**config.mk**
```make
export PLATFORM = sky130hd
export DESIGN_NAME = dpram_arbiter
export DESIGN_NICKNAME = d
export VERILOG_FILES = /design/src/rtl/dpram_pkg.sv /design/src/rtl/rr_pick.sv /design/src/rtl/dpram_arbiter.sv
export SDC_FILE = /design/constraint.sdc
export NUM_CORES = 1
export LEC_CHECK = 0
export CORE_UTILIZATION = 50
export CTS_CLUSTER_SIZE = 30
export DETAILED_ROUTE_END_ITERATION = 6
export PLACE_DENSITY = 0.9
export REMOVE_ABC_BUFFERS = 1
export SLEW_MARGIN = 10
export SYNTH_ARGS = -nofsm -noshare
export SYNTH_HDL_FRONTEND = slang
export SYNTH_SLANG_ARGS = --single-unit
export TNS_END_PERCENT = 20
```
**constraint.sdc**
```tcl
create_clock -name clk -period 7.4 [get_ports clk]
set_clock_uncertainty 0.1 [all_clocks]
set_input_delay 1.11 -clock clk [delete_from_list [all_inputs] [get_ports clk]]
set_output_delay 1.11 -clock clk [all_outputs]
set_load 0.005 [all_outputs]
```
**src/rtl/dpram_pkg.sv**
```systemverilog
// Shared types for the dual-port RAM and its round-robin arbiter.
// Holds the RAM geometry, the per-port command word and the read-return tag.
package dpram_pkg;

    localparam int DPRAM_AW = 6;
    localparam int DPRAM_DW = 8;
    localparam int IDX_W    = 3;

    typedef struct packed {
        logic                wr;
        logic [DPRAM_AW-1:0] addr;
        logic [DPRAM_DW-1:0] data;
    } port_cmd_t;

    typedef struct packed {
        logic             vld;
        logic [IDX_W-1:0] idx;
    } tag_t;

endpackage

```
**src/rtl/rr_pick.sv**
```systemverilog
// Round-robin picker: returns the first requester at or after start (mod N)
// whose request is set and which is not masked off by excl.
module rr_pick
    import dpram_pkg::*;
#(
    parameter int N = 4,
    localparam int IW = $clog2(N)
) (
    input  logic [N-1:0]  req,
    input  logic [IW-1:0] start,
    input  logic [N-1:0]  excl,
    output logic          found,
    output logic [IW-1:0] idx
);

    localparam int unsigned NU = N;

    int unsigned   cand;
    logic [IW-1:0] cand_i;

    always_comb begin
        found  = 1'b0;
        idx    = '0;
        cand   = 0;
        cand_i = '0;
        for (int unsigned off = 0; off < NU; off++) begin
            cand   = (32'(start) + off) % NU;
            cand_i = IW'(cand);
            if (!found && req[cand_i] && !excl[cand_i]) begin
                found = 1'b1;
                idx   = cand_i;
            end
        end
    end

endmodule

```
**src/rtl/dpram_arbiter.sv**
```systemverilog
// Round-robin arbiter sharing one dual-port RAM between NREQ requesters:
// up to two grants per cycle, same-address hazard blocking, tagged read return.
module dpram_arbiter
    import dpram_pkg::*;
#(
    parameter int NREQ = 4,
    parameter int AW   = DPRAM_AW,
    parameter int DW   = DPRAM_DW
) (
    input  logic               clk,
    input  logic               rst,
    input  logic [NREQ-1:0]    req,
    input  logic [NREQ-1:0]    we,
    input  logic [NREQ*AW-1:0] addr,
    input  logic [NREQ*DW-1:0] wdata,
    output logic [NREQ-1:0]    gnt,
    output logic [NREQ-1:0]    rvalid,
    output logic [NREQ*DW-1:0] rdata,
    output logic               ram_en,
    output logic               ram_wr0,
    output logic               ram_wr1,
    output logic [AW-1:0]      ram_add0,
    output logic [AW-1:0]      ram_add1,
    output logic [DW-1:0]      ram_din0,
    output logic [DW-1:0]      ram_din1,
    input  logic [DW-1:0]      ram_dout0,
    input  logic [DW-1:0]      ram_dout1
);

    localparam int IW = $clog2(NREQ);

    logic [IW-1:0]     ptr;
    logic              found0, found1;
    logic [IW-1:0]     s0, s1;
    logic [NREQ-1:0]   excl0, excl1;
    logic [AW-1:0]     a_addr  [NREQ];
    logic [DW-1:0]     a_wdata [NREQ];
    port_cmd_t         cmd0, cmd1;
    tag_t              tag0_s1, tag0_s2, tag1_s1, tag1_s2;
    logic [NREQ*DW-1:0] rdata_q;

    function automatic logic [IW-1:0] wrap_inc(input logic [IW-1:0] x);
        return (x == IW'(NREQ - 1)) ? '0 : x + 1'b1;
    endfunction

    always_comb begin
        for (int unsigned i = 0; i < NREQ; i++) begin
            a_addr[i]  = addr[i*AW +: AW];
            a_wdata[i] = wdata[i*DW +: DW];
        end
    end

    assign excl0 = '0;

    rr_pick #(.N(NREQ)) u_pick0 (
        .req   (req),
        .start (ptr),
        .excl  (excl0),
        .found (found0),
        .idx   (s0)
    );

    // Port 1 skips the port-0 winner and anything that would race it on the
    // same address; two reads of one address are allowed to pair up.
    always_comb begin
        excl1 = '0;
        for (int unsigned i = 0; i < NREQ; i++) begin
            excl1[i] = (s0 == IW'(i)) ||
                       ((a_addr[i] == a_addr[s0]) && (we[i] || we[s0]));
        end
    end

    rr_pick #(.N(NREQ)) u_pick1 (
        .req   (req),
        .start (ptr),
        .excl  (excl1),
        .found (found1),
        .idx   (s1)
    );

    always_comb begin
        gnt = '0;
        for (int unsigned i = 0; i < NREQ; i++) begin
            gnt[i] = !rst && ((found0 && (s0 == IW'(i))) ||
                              (found1 && (s1 == IW'(i))));
        end
    end

    always_ff @(posedge clk or posedge rst) begin
        if (rst) begin
            ptr     <= '0;
            ram_en  <= 1'b0;
            cmd0    <= '0;
            cmd1    <= '0;
            tag0_s1 <= '0;
            tag0_s2 <= '0;
            tag1_s1 <= '0;
            tag1_s2 <= '0;
            rdata_q <= '0;
        end else begin
            ram_en <= found0;
            if (found0) begin
                cmd0.wr   <= we[s0];
                cmd0.addr <= a_addr[s0];
                cmd0.data <= a_wdata[s0];
                ptr       <= found1 ? wrap_inc(s1) : wrap_inc(s0);
            end else begin
                cmd0.wr <= 1'b0;
            end
            if (found1) begin
                cmd1.wr   <= we[s1];
                cmd1.addr <= a_addr[s1];
                cmd1.data <= a_wdata[s1];
            end else begin
                cmd1.wr <= 1'b0;
            end
            tag0_s1.vld <= found0 && !we[s0];
            tag0_s1.idx <= IDX_W'(s0);
            tag1_s1.vld <= found1 && !we[s1];
            tag1_s1.idx <= IDX_W'(s1);
            tag0_s2     <= tag0_s1;
            tag1_s2     <= tag1_s1;
            rdata_q     <= rdata;
        end
    end

    assign ram_wr0  = cmd0.wr;
    assign ram_add0 = cmd0.addr;
    assign ram_din0 = cmd0.data;
    assign ram_wr1  = cmd1.wr;
    assign ram_add1 = cmd1.addr;
    assign ram_din1 = cmd1.data;

    // RAM data is live only in the return cycle, so it is muxed in directly
    // and otherwise the registered copy keeps rdata stable.
    always_comb begin
        rvalid = '0;
        rdata  = rdata_q;
        for (int unsigned i = 0; i < NREQ; i++) begin
            if (tag0_s2.vld && (tag0_s2.idx == IDX_W'(i))) begin
                rvalid[i]          = 1'b1;
                rdata[i*DW +: DW]  = ram_dout0;
            end
            if (tag1_s2.vld && (tag1_s2.idx == IDX_W'(i))) begin
                rvalid[i]          = 1'b1;
                rdata[i*DW +: DW]  = ram_dout1;
            end
        end
    end

endmodule

```
Word level (Yosys, flattened, before mapping) --
Cells that the tools add are included.
Operators by class: shifts and indexed selects 0, multiply operators 0, $lt $le $gt $ge 8, add/sub/neg operators 5, div/mod/pow operators 0, equality and inequality tests 16, bitwise operators 2, reductions and logical operators 73, muxes and demuxes 77
Operators by type and width (number):
- $mux 8 | 12
- $logic_and 1x1->1 | 40
- $bmux 8 s2 | 2
- $mux 1 | 32
- $bmux 1 s2 | 14
- $bmux 6 s2 | 2
- $eq 6x6->1 | 4
- $mux 6 | 4
- $mux 2 | 11
- $lt 2x3->1 const B | 6
- $logic_not 1->1 | 17
- $eq 2x2->1 const B | 8
- $logic_or 1x1->1 | 12
- $eq 2x1->1 const B | 4
- $add 2x1->2 const B | 3
- $ge 3x3->1 const B | 2
- $logic_not 3->1 | 2
- $not 2->3 | 2
- $add 2x2->2 const B | 2
- $logic_not 2->1 | 2
Word-level totals: input bits 82, memories 0, bits in read-only memories 0, flip-flop bits (word level) 77, latch bits 0, output and inout bits 71, bits in writable memories 0

Longest topological paths before layout --
Gate-level depths: netlist of run 1.
depth after elaboration 45, mapped depth 22

By module --
Synthesis of run 1 repeated with hierarchy kept, for this count alone.
Unflattened totals: cells, all modules 449, area total of the unflattened synthesis 4986.0 µm²
By module, submodules not included:
- dpram_arbiter | cells an instance 415, sequential area each 1926.8 µm², instances 1, area an instance 4770.8 µm²
- rr_pick | cells an instance 17, sequential area each 0.0 µm², instances 2, area an instance 107.6 µm²

Worst setup path after synthesis of run 1 --
OpenSTA, ideal clock, no wires.
kind in2out, start point in req[2], end point out gnt[1], stages on the path 21, slack 1.111 ns, data required time 6.190 ns, buffers on the path 6, data arrival time 5.079 ns, cell sequence buf_2 -> nor2b_4 -> a311oi_4 -> nor2_4 -> inv_2 -> buf_2 -> buf_1 -> buf_1 -> ha_1 -> nor2_1 -> o21ai_0 -> nand4_1 -> a221o_1 -> a211oi_2 -> or4_1 -> buf_2 -> nand2_2 -> buf_6 -> ha_1 -> a22oi_1 -> nor2_1
On the way: longest elaborated chain between the ends 44, elaborated cells between the ends (all ways) 87, those cells by class 8 x eq/ne; 37 x mux; 1 x bitwise; 41 x reduce/logical
Ends and longest elaborated chain:
- start, declared | line dpram_arbiter.sv:12 | input logic [NREQ-1:0] req,
- $bmux 1 s2 | line rr_pick.sv:29 | if (!found && req[cand_i] && !excl[cand_i]) begin
- $mux 1 (not written as such) | line rr_pick.sv:29
- $logic_and 1x1->1 | line rr_pick.sv:29
- $mux 1 | line rr_pick.sv:29
- $logic_not 1->1 | line rr_pick.sv:29
- $logic_and 1x1->1 (2 in series) | line rr_pick.sv:29
- $mux 1 | line rr_pick.sv:29
- $logic_not 1->1 | line rr_pick.sv:29
- (+27 left out)
- $logic_not 1->1 | line rr_pick.sv:29
- $logic_and 1x1->1 (2 in series) | line rr_pick.sv:29
- $mux 2 * | line rr_pick.sv:29
- named net s1[0] | line dpram_arbiter.sv:34 | logic [IW-1:0] s0, s1;
- $eq 2x1->1 * | line dpram_arbiter.sv:85 | (found1 && (s1 == IW'(i))));
- $logic_and 1x1->1 * | line dpram_arbiter.sv:85
- $logic_or 1x1->1 * | line dpram_arbiter.sv:84 | gnt[i] = !rst && ((found0 && (s0 == IW'(i))) ||
- $logic_and 1x1->1 * | line dpram_arbiter.sv:84
- end, declared | line dpram_arbiter.sv:16 | output logic [NREQ-1:0] gnt,
The timed path passes the listed nets; every way through them passes the cells marked *. The select of a mux whose other input is x is not followed.

Final worst setup path of run 1 --
start point in req[2], end point out gnt[1]
On the way: longest elaborated chain between the ends 44, elaborated cells between the ends (all ways) 87, those cells by class 8 x eq/ne; 37 x mux; 1 x bitwise; 41 x reduce/logical
Ends and longest elaborated chain (line):
- $bmux 1 s2 | rr_pick.sv:29
- $mux 1 (not written as such) | rr_pick.sv:29
- $logic_and 1x1->1 | rr_pick.sv:29
- $mux 1 | rr_pick.sv:29
- $logic_not 1->1 | rr_pick.sv:29
- $logic_and 1x1->1 (2 in series) | rr_pick.sv:29
- $mux 1 | rr_pick.sv:29
- $logic_not 1->1 | rr_pick.sv:29
- (+26 left out)
- $mux 1 | rr_pick.sv:29
- $logic_not 1->1 | rr_pick.sv:29
- $logic_and 1x1->1 (2 in series) | rr_pick.sv:29
- $mux 2 | rr_pick.sv:29
- $eq 2x1->1 | dpram_arbiter.sv:85
- $logic_and 1x1->1 | dpram_arbiter.sv:85
- $logic_or 1x1->1 * | dpram_arbiter.sv:84
- $logic_and 1x1->1 * | dpram_arbiter.sv:84
Every way passes the cells marked *; elsewhere a longest branch is shown, timed or not. The select of a mux whose other input is x is not followed.

==> impl_metrics.ini, run 1 <==
[outcome]
status = complete, no violations

[worst_setup_path]
worstPathRequired_ns = 6.19
crit_path_end_kind = output pin
critPathLaunchType = input port
timing.rr.end = ram_din1[4]
rrSetupSlack_ns = 2.23
r2r-start = ptr[1]
critPathMaxFanout = 31
r2r_cells = 17
arrival_ns = 5.90
crit_type = in2out

[yosys]
async_reset_ff_frac = 1.000
synth_top_area_frac = 0.3284
ys_ff_latch = 77
synth_fa_ha_area_frac = 0.01706
yosys-top-cells-area = dfrtp_1 (33%), mux2i_1 (9.2%), nand2_1 (7.3%)
yosys_most_used_dff = dfrtp_1
synthSimpleGateAreaFrac = 0.2278
synth_cell_types = 79
seq_area_frac_synth = 0.3284
syn_area_per_cell_um2 = 8.183
syn-instance-count = 717
synth.area.mux_share = 0.1017
synth.largest_area_cell = dfrtp_1
synth_xor_area_frac = 0.03583
ys_warn_count = 0
synth_edf_count = 0
synth-compound-area-share = 0.2359
syn_area_um2 = 5867
synth_top_family_by_area = compound AO/OA/AOI/OAI gates

[detailed_routing]
via_per_inst = 6.362
drt-total-wl_mm = 20.62
detail-route-antenna-nets = 0
dr.pass1.iters = 6
routedWlPerCell_um = 20.41
drc = 0
drtIter0Drc = 787
vias = 6426

[clock_tree]
numCtsBuffers = 9
postCtsHoldBufs = 0
cts_root_buffer = clkbuf_16
clk_latency_ns = 0.33
cts_max_path_buffers = 2
cts.sinks = 77
htree_num_levels = 3
clk_pin_slew_ns = 0.06
cts_tree = done

[layout]
final_common_cell = clkdlybuf4s50_1
fillers = 870
nets = 952
finalNonFillerCells = 1010
n_antenna_cell = 0
final_cell_mix = clkdlybuf4s50_1 (152), nand2_1 (114), dfrtp_1 (77)
area_delta_synth_final_pct = 35.68
fin_util = 0.6971
drive_gt1_frac = 0.09804

[floorplanning]
coreArea_um2 = 11420
die_h_um = 110.3
die_area_um2 = 12170
start_util = 0.5138
io_pins = 153
rows = 39
die-width_um = 110.3

[worst_hold_path]
hold_path.class = reg2reg
worstHoldEndpoint = tag0_s2[1]
hp-start = tag0_s1[1]
hold_path_depth = 0

[global_routing]
grt_pass1_vias = 6013
grtUsageTotal = 0.3428
antenna_found_initial = 0
grt_max_degree = 76
grt_pass1_wl_mm = 31.41
overflow = 0

[timing]
slew_viol_final = 0
fmax_mhz = 140.6
layout_setup_ws_ns = 0.2855
final_hold_viol_count = 0
min_period_ns = 7.115
rsz0062_at_grt = no
period_share = 0.9614
tns_ns = 0
relSlewSlack = 0.3430
setup_viol = 0
tightest_slew_ns = 0.9785

[place]
place_congestion = 0.9817
place_inst = 992
port_buffers = 152
place_ws_ns = 0.1532
dp_hpwl_mm = 15.07

[power_and_ir_drop]
leakagePower_uw = 0.003381
powerDensity_nw_per_um2 = 488.4
ir_worst_vdd_uv = 354.4

[flow_run]
drv_cap = 0
[report_power, final]
group          switching [uW]  internal (uW)  total (uW)
combinational            1410           1220        2640
clock                     174            305         479
sequential                121            651         772
[worst max path at each step]
stage	start	to	slack, ns	cells after the start
CTS	req[2]	gnt[1]	0.14	18
detailed placement	req[2]	gnt[1]	0.15	18
global placement	req[2]	gnt[1]	0.27	19
global route	req[2]	gnt[0]	0.007	17
finish	req[2]	gnt[1]	0.29	18
floorplan	req[2]	gnt[1]	0.17	16
[timing repair]
action	in CTS	in global routing
endpoints found under the setup margin	0	4
gates resized for setup	0	6
hold endpoints to repair	0	0
buffers inserted	0	2
[kinds of logic after synthesis]
| family | after synthesis |
|---|---|
| AO/OA/AOI/OAI | 199 |
| XOR/XNOR | 24 |
| adder cells (fa/ha/maj) | 8 |
| buffers and inverters | 73 |
| flip-flops | 77 |
| multiplexers | 57 |
| AND/OR/NAND/NOR | 279 |
[cells in the mapped netlist (all sizes together) (3+ instances only)]
cell,n
a31oi,7
inv,24
ha,8
nor4,3
a21oi,38
a311oi,8
mux2i,55
or4,4
a22oi,5
a221oi,8
nand2,116
and3,14
o31a,3
and2,4
o221a,3
or2,5
xor2,15
buf,18
a211oi,9
o21ai,60
nand2b,8
nor3b,3
nor3,12
a21o,4
nand3b,8
clkbuf,31
o211ai,10
nand3,40
dfrtp,77
o2111ai,3
a2111oi,12
nor2b,7
nor2,44
nand4,7
a31o,4
xnor2,9
[critical path: stages]
cell and delay [ns]:
clkdlybuf4s50_1 0.67, nor2b_4 0.27, a311oi_4 0.07, nor2_4 0.20, buf_12 0.22, mux2i_4 0.27, xor2_1 0.23, o2111ai_1 0.28
or2_4 0.37, a221oi_2 0.28, nor2_1 0.12, o31a_1 0.35, or4_4 0.46, inv_1 0.14, ha_1 0.16, a22oi_1 0.06
nor2_1 0.12, clkdlybuf4s50_1 0.51
[per-layer routing]
layer,vias up,global-route usage,share of wire,wire length [um]
met3,73,0.08054,0.12,2387
met2,459,0.5421,0.46,9458
met5,-,0,0,0
met1,2982,0.4442,0.39,8101
met4,0,0.1570,0.032,668
li1,2912,-,-,-
[flip-flops by register name (all words and copies together), names as in the netlist]
| name | cells |
|---|---|
| ram_din0 | 8 |
| tag1_s2 | 3 |
| rdata_q | 32 |
| ram_wr1 | 1 |
| ram_wr0 | 1 |
| tag0_s2 | 3 |
| ram_add1 | 6 |
| tag0_s1 | 3 |
| ram_en | 1 |
| ram_din1 | 8 |
| ptr | 2 |
| ram_add0 | 6 |
| tag1_s1 | 3 |
[per-stage QoR]
step	area [um2]	power [uW]	hold WS, ns
2_1_floorplan	5644	2165	0.2312
3_3_place_gp	7585	3247	0.2312
3_5_place_dp	7585	3323	0.2347
4_1_cts	7911	3825	0.2437
5_1_grt	7960	4133	0.2410
6_report	7960	3888	0.2428
[final cells by class]
class | count | area (um2) | share of cell area
multi-input cells | 567 | 3670 | 0.4610
well taps | 143 | 178.9 | 0.02248
flip-flops and latches | 77 | 1927 | 0.2421
inverters | 24 | 91.34 | 0.01147
clock inverters | 5 | 83.83 | 0.01053
clock buffers | 11 | 242.7 | 0.03049
repair buffers | 183 | 1767 | 0.2219
Note: power is estimated with default switching activity, not from simulation.
==> run 2: changes to the inputs <==
--- a/config.mk
+++ b/config.mk
@@ -8,7 +8,10 @@
 export CORE_UTILIZATION = 50
 export CTS_CLUSTER_SIZE = 30
 export DETAILED_ROUTE_END_ITERATION = 6
+export GPL_ROUTABILITY_DRIVEN = 1
+export HOLD_SLACK_MARGIN = 0.06
 export PLACE_DENSITY = 0.9
+export RECOVER_POWER = 100
 export REMOVE_ABC_BUFFERS = 1
 export SLEW_MARGIN = 10
 export SYNTH_ARGS = -nofsm -noshare
==> run 2 against run 1 <==
Effect of this change: the run now ends with max-capacitance violations, max-slew violations left; hold slack got worse by 0.0012 ns; highest routed layer unchanged; critical path type unchanged; largest power group unchanged; via count increased by 1.1%; wire length increased by 0.60%; clock-buffer cell count unchanged; utilization decreased by 0.21 points.
==> impl_metrics.ini, run 2 (synthesis results as in run 1) <==
[detailed_routing]
vias = 6495
drtIter0Drc = 735
via_per_inst = 6.431
detail-route-antenna-nets = 0
routedWlPerCell_um = 20.53
dr.pass1.iters = 5
drt-total-wl_mm = 20.74
drc = 0

[clock_tree]
cts_root_buffer = clkbuf_16
clk_latency_ns = 0.33
htree_num_levels = 3
cts.sinks = 77
postCtsHoldBufs = 0
clk_pin_slew_ns = 0.06
cts_max_path_buffers = 2
cts_tree = done
numCtsBuffers = 9

[timing]
min_period_ns = 7.153
setup_viol = 0
tns_ns = 0
tightest_slew_ns = 3.965
final_hold_viol_count = 0
layout_setup_ws_ns = 0.2468
rsz0062_at_grt = no
hold_ws_ns = 0.2416
period_share = 0.9666
slew_viol_final = 76
relSlewSlack = -1.643
fmax_mhz = 139.8

[layout]
nets = 952
area_delta_synth_final_pct = 35.27
final_common_cell = nand2_1
finalNonFillerCells = 1010
regArea_um2 = 1927
fillers = 875
drive_gt1_frac = 0.09112
multi_input_area_um2 = 3665
n_antenna_cell = 0
largest_reg_flops = 32
top_register = rdata_q
final_cell_mix = nand2_1 (114), dfrtp_1 (77), clkdlybuf4s50_1 (76), dlygate4sd3_1 (76), o21ai_0 (55)

[floorplanning]
die_area_um2 = 12170
rows = 39
die_h_um = 110.3
die-width_um = 110.3
start_util = 0.5138
coreArea_um2 = 11420
io_pins = 153

[global_routing]
grt_util_met2 = 0.5421
grtUsageMet3 = 0.08054
top_usage_layer = met2
grt_max_degree = 76
grtUsageTotal = 0.3428
met1_usage = 0.4442
grt_pass1_wl_mm = 31.41
antenna_found_initial = 0
overflow = 0
grt_pass1_vias = 6013

[place]
dp_hpwl_mm = 15.07
place_inst = 992
place_congestion = 0.9817
port_buffers = 152
place_ws_ns = 0.1532

[power_and_ir_drop]
power.switching_uw = 1698
swShare = 0.4489
ir_worst_vdd_uv = 334.4
seqPwrFrac = 0.204
p_clk_frac = 0.126
p_comb_frac = 0.670
power_uw = 3781
p_int_uw = 2084
leakagePower_uw = 0.003393
powerDensity_nw_per_um2 = 476.5

[worst_hold_path]
hold_path.class = reg2reg

[worst_setup_path]
worstPathRequired_ns = 6.19
arrival_ns = 5.94
crit_path_end_kind = output pin
critPathMaxFanout = 21
critPathLaunchType = input port
crit_type = in2out

[outcome]
status = finished with violations
violations = max-capacitance violations, max-slew violations

[flow_run]
drv_cap = 1
[run 2: path summary, 6_finish.rpt]
| path | from | end | slack [ns] | cells after the start |
|---|---|---|---|---|
| worst max-delay path | req[3] | gnt[1] | 0.25 | 19 |
| worst min-delay path | tag0_s1[1] | tag0_s2[1] | 0.24 | 0 |
| worst max register to register | ptr[1] | ram_din1[4] | 1.88 | 15 |
| worst min register to register | tag0_s1[1] | tag0_s2[1] | 0.24 | 0 |
| max in group asynchronous | rst | tag0_s1[1] | 2.08 | 3 |
| min in group asynchronous | rst | ram_din0[7] | 1.10 | 2 |
[run 2: cell type report]
| class | count | share of cell area |
|---|---|---|
| repair buffers | 183 | 0.2202 |
| flip-flops and latches | 77 | 0.2428 |
| well taps | 143 | 0.02254 |
| multi-input cells | 567 | 0.4618 |
| clock inverters | 5 | 0.01056 |
| clock buffers | 11 | 0.03058 |
| inverters | 24 | 0.01151 |
[run 2: power by group through the flow]
stage                     sequential [uW]  clock (uW)  combinational [uW]
after floorplan                       757           0                1410
after global placement                759           0                2490
after detailed placement              772           0                2550
after CTS                             770         482                2570
after global routing                  789         505                2730
final                                 770         477                2530
[run 2: metal layers]
metal	vias up	share of wire
met4	0	0.030
met3	78	0.12
li1	2908	-
met2	479	0.46
met5	-	0
met1	3030	0.39
[run 2: stage by stage]
step / util / instance area, um2
after global placement: 0.6643 / 7585
after CTS: 0.6929 / 7911
after global routing: 0.6950 / 7936
final: 0.6950 / 7936
after floorplan: - / 5644
after detailed placement: 0.6643 / 7585
[run 2: repair_timing]
action / 4_1_cts / 5_1_grt
setup endpoints to repair: 0 / 4
resized for setup: 0 / 6
buffers inserted: 0 / 2
[run 2: critical path, stage by stage]
cell and delay [ns]:
dlygate4sd3_1 0.85, o22ai_2 0.25, nor2_2 0.23, inv_2 0.09, buf_4 0.22, a21oi_1 0.14, a31oi_1 0.13, nor4bb_2 0.40
buf_4 0.19, a21boi_1 0.13, a221oi_2 0.26, nor2_1 0.12, o31a_1 0.35, or4_4 0.46, inv_1 0.14, ha_1 0.16
a22oi_1 0.06, nor2_1 0.12, clkdlybuf4s50_1 0.51
==> run 3: changes to the inputs <==
--- a/config.mk
+++ b/config.mk
@@ -5,8 +5,9 @@
 export SDC_FILE = /design/constraint.sdc
 export NUM_CORES = 1
 export LEC_CHECK = 0
+export ABC_AREA = 0
 export CORE_UTILIZATION = 50
-export CTS_CLUSTER_SIZE = 30
+export CTS_CLUSTER_SIZE = 40
 export DETAILED_ROUTE_END_ITERATION = 6
 export GPL_ROUTABILITY_DRIVEN = 1
 export HOLD_SLACK_MARGIN = 0.06
==> results of run 3 <==
Final layout, timing and power as in run 2 (identical DEF).
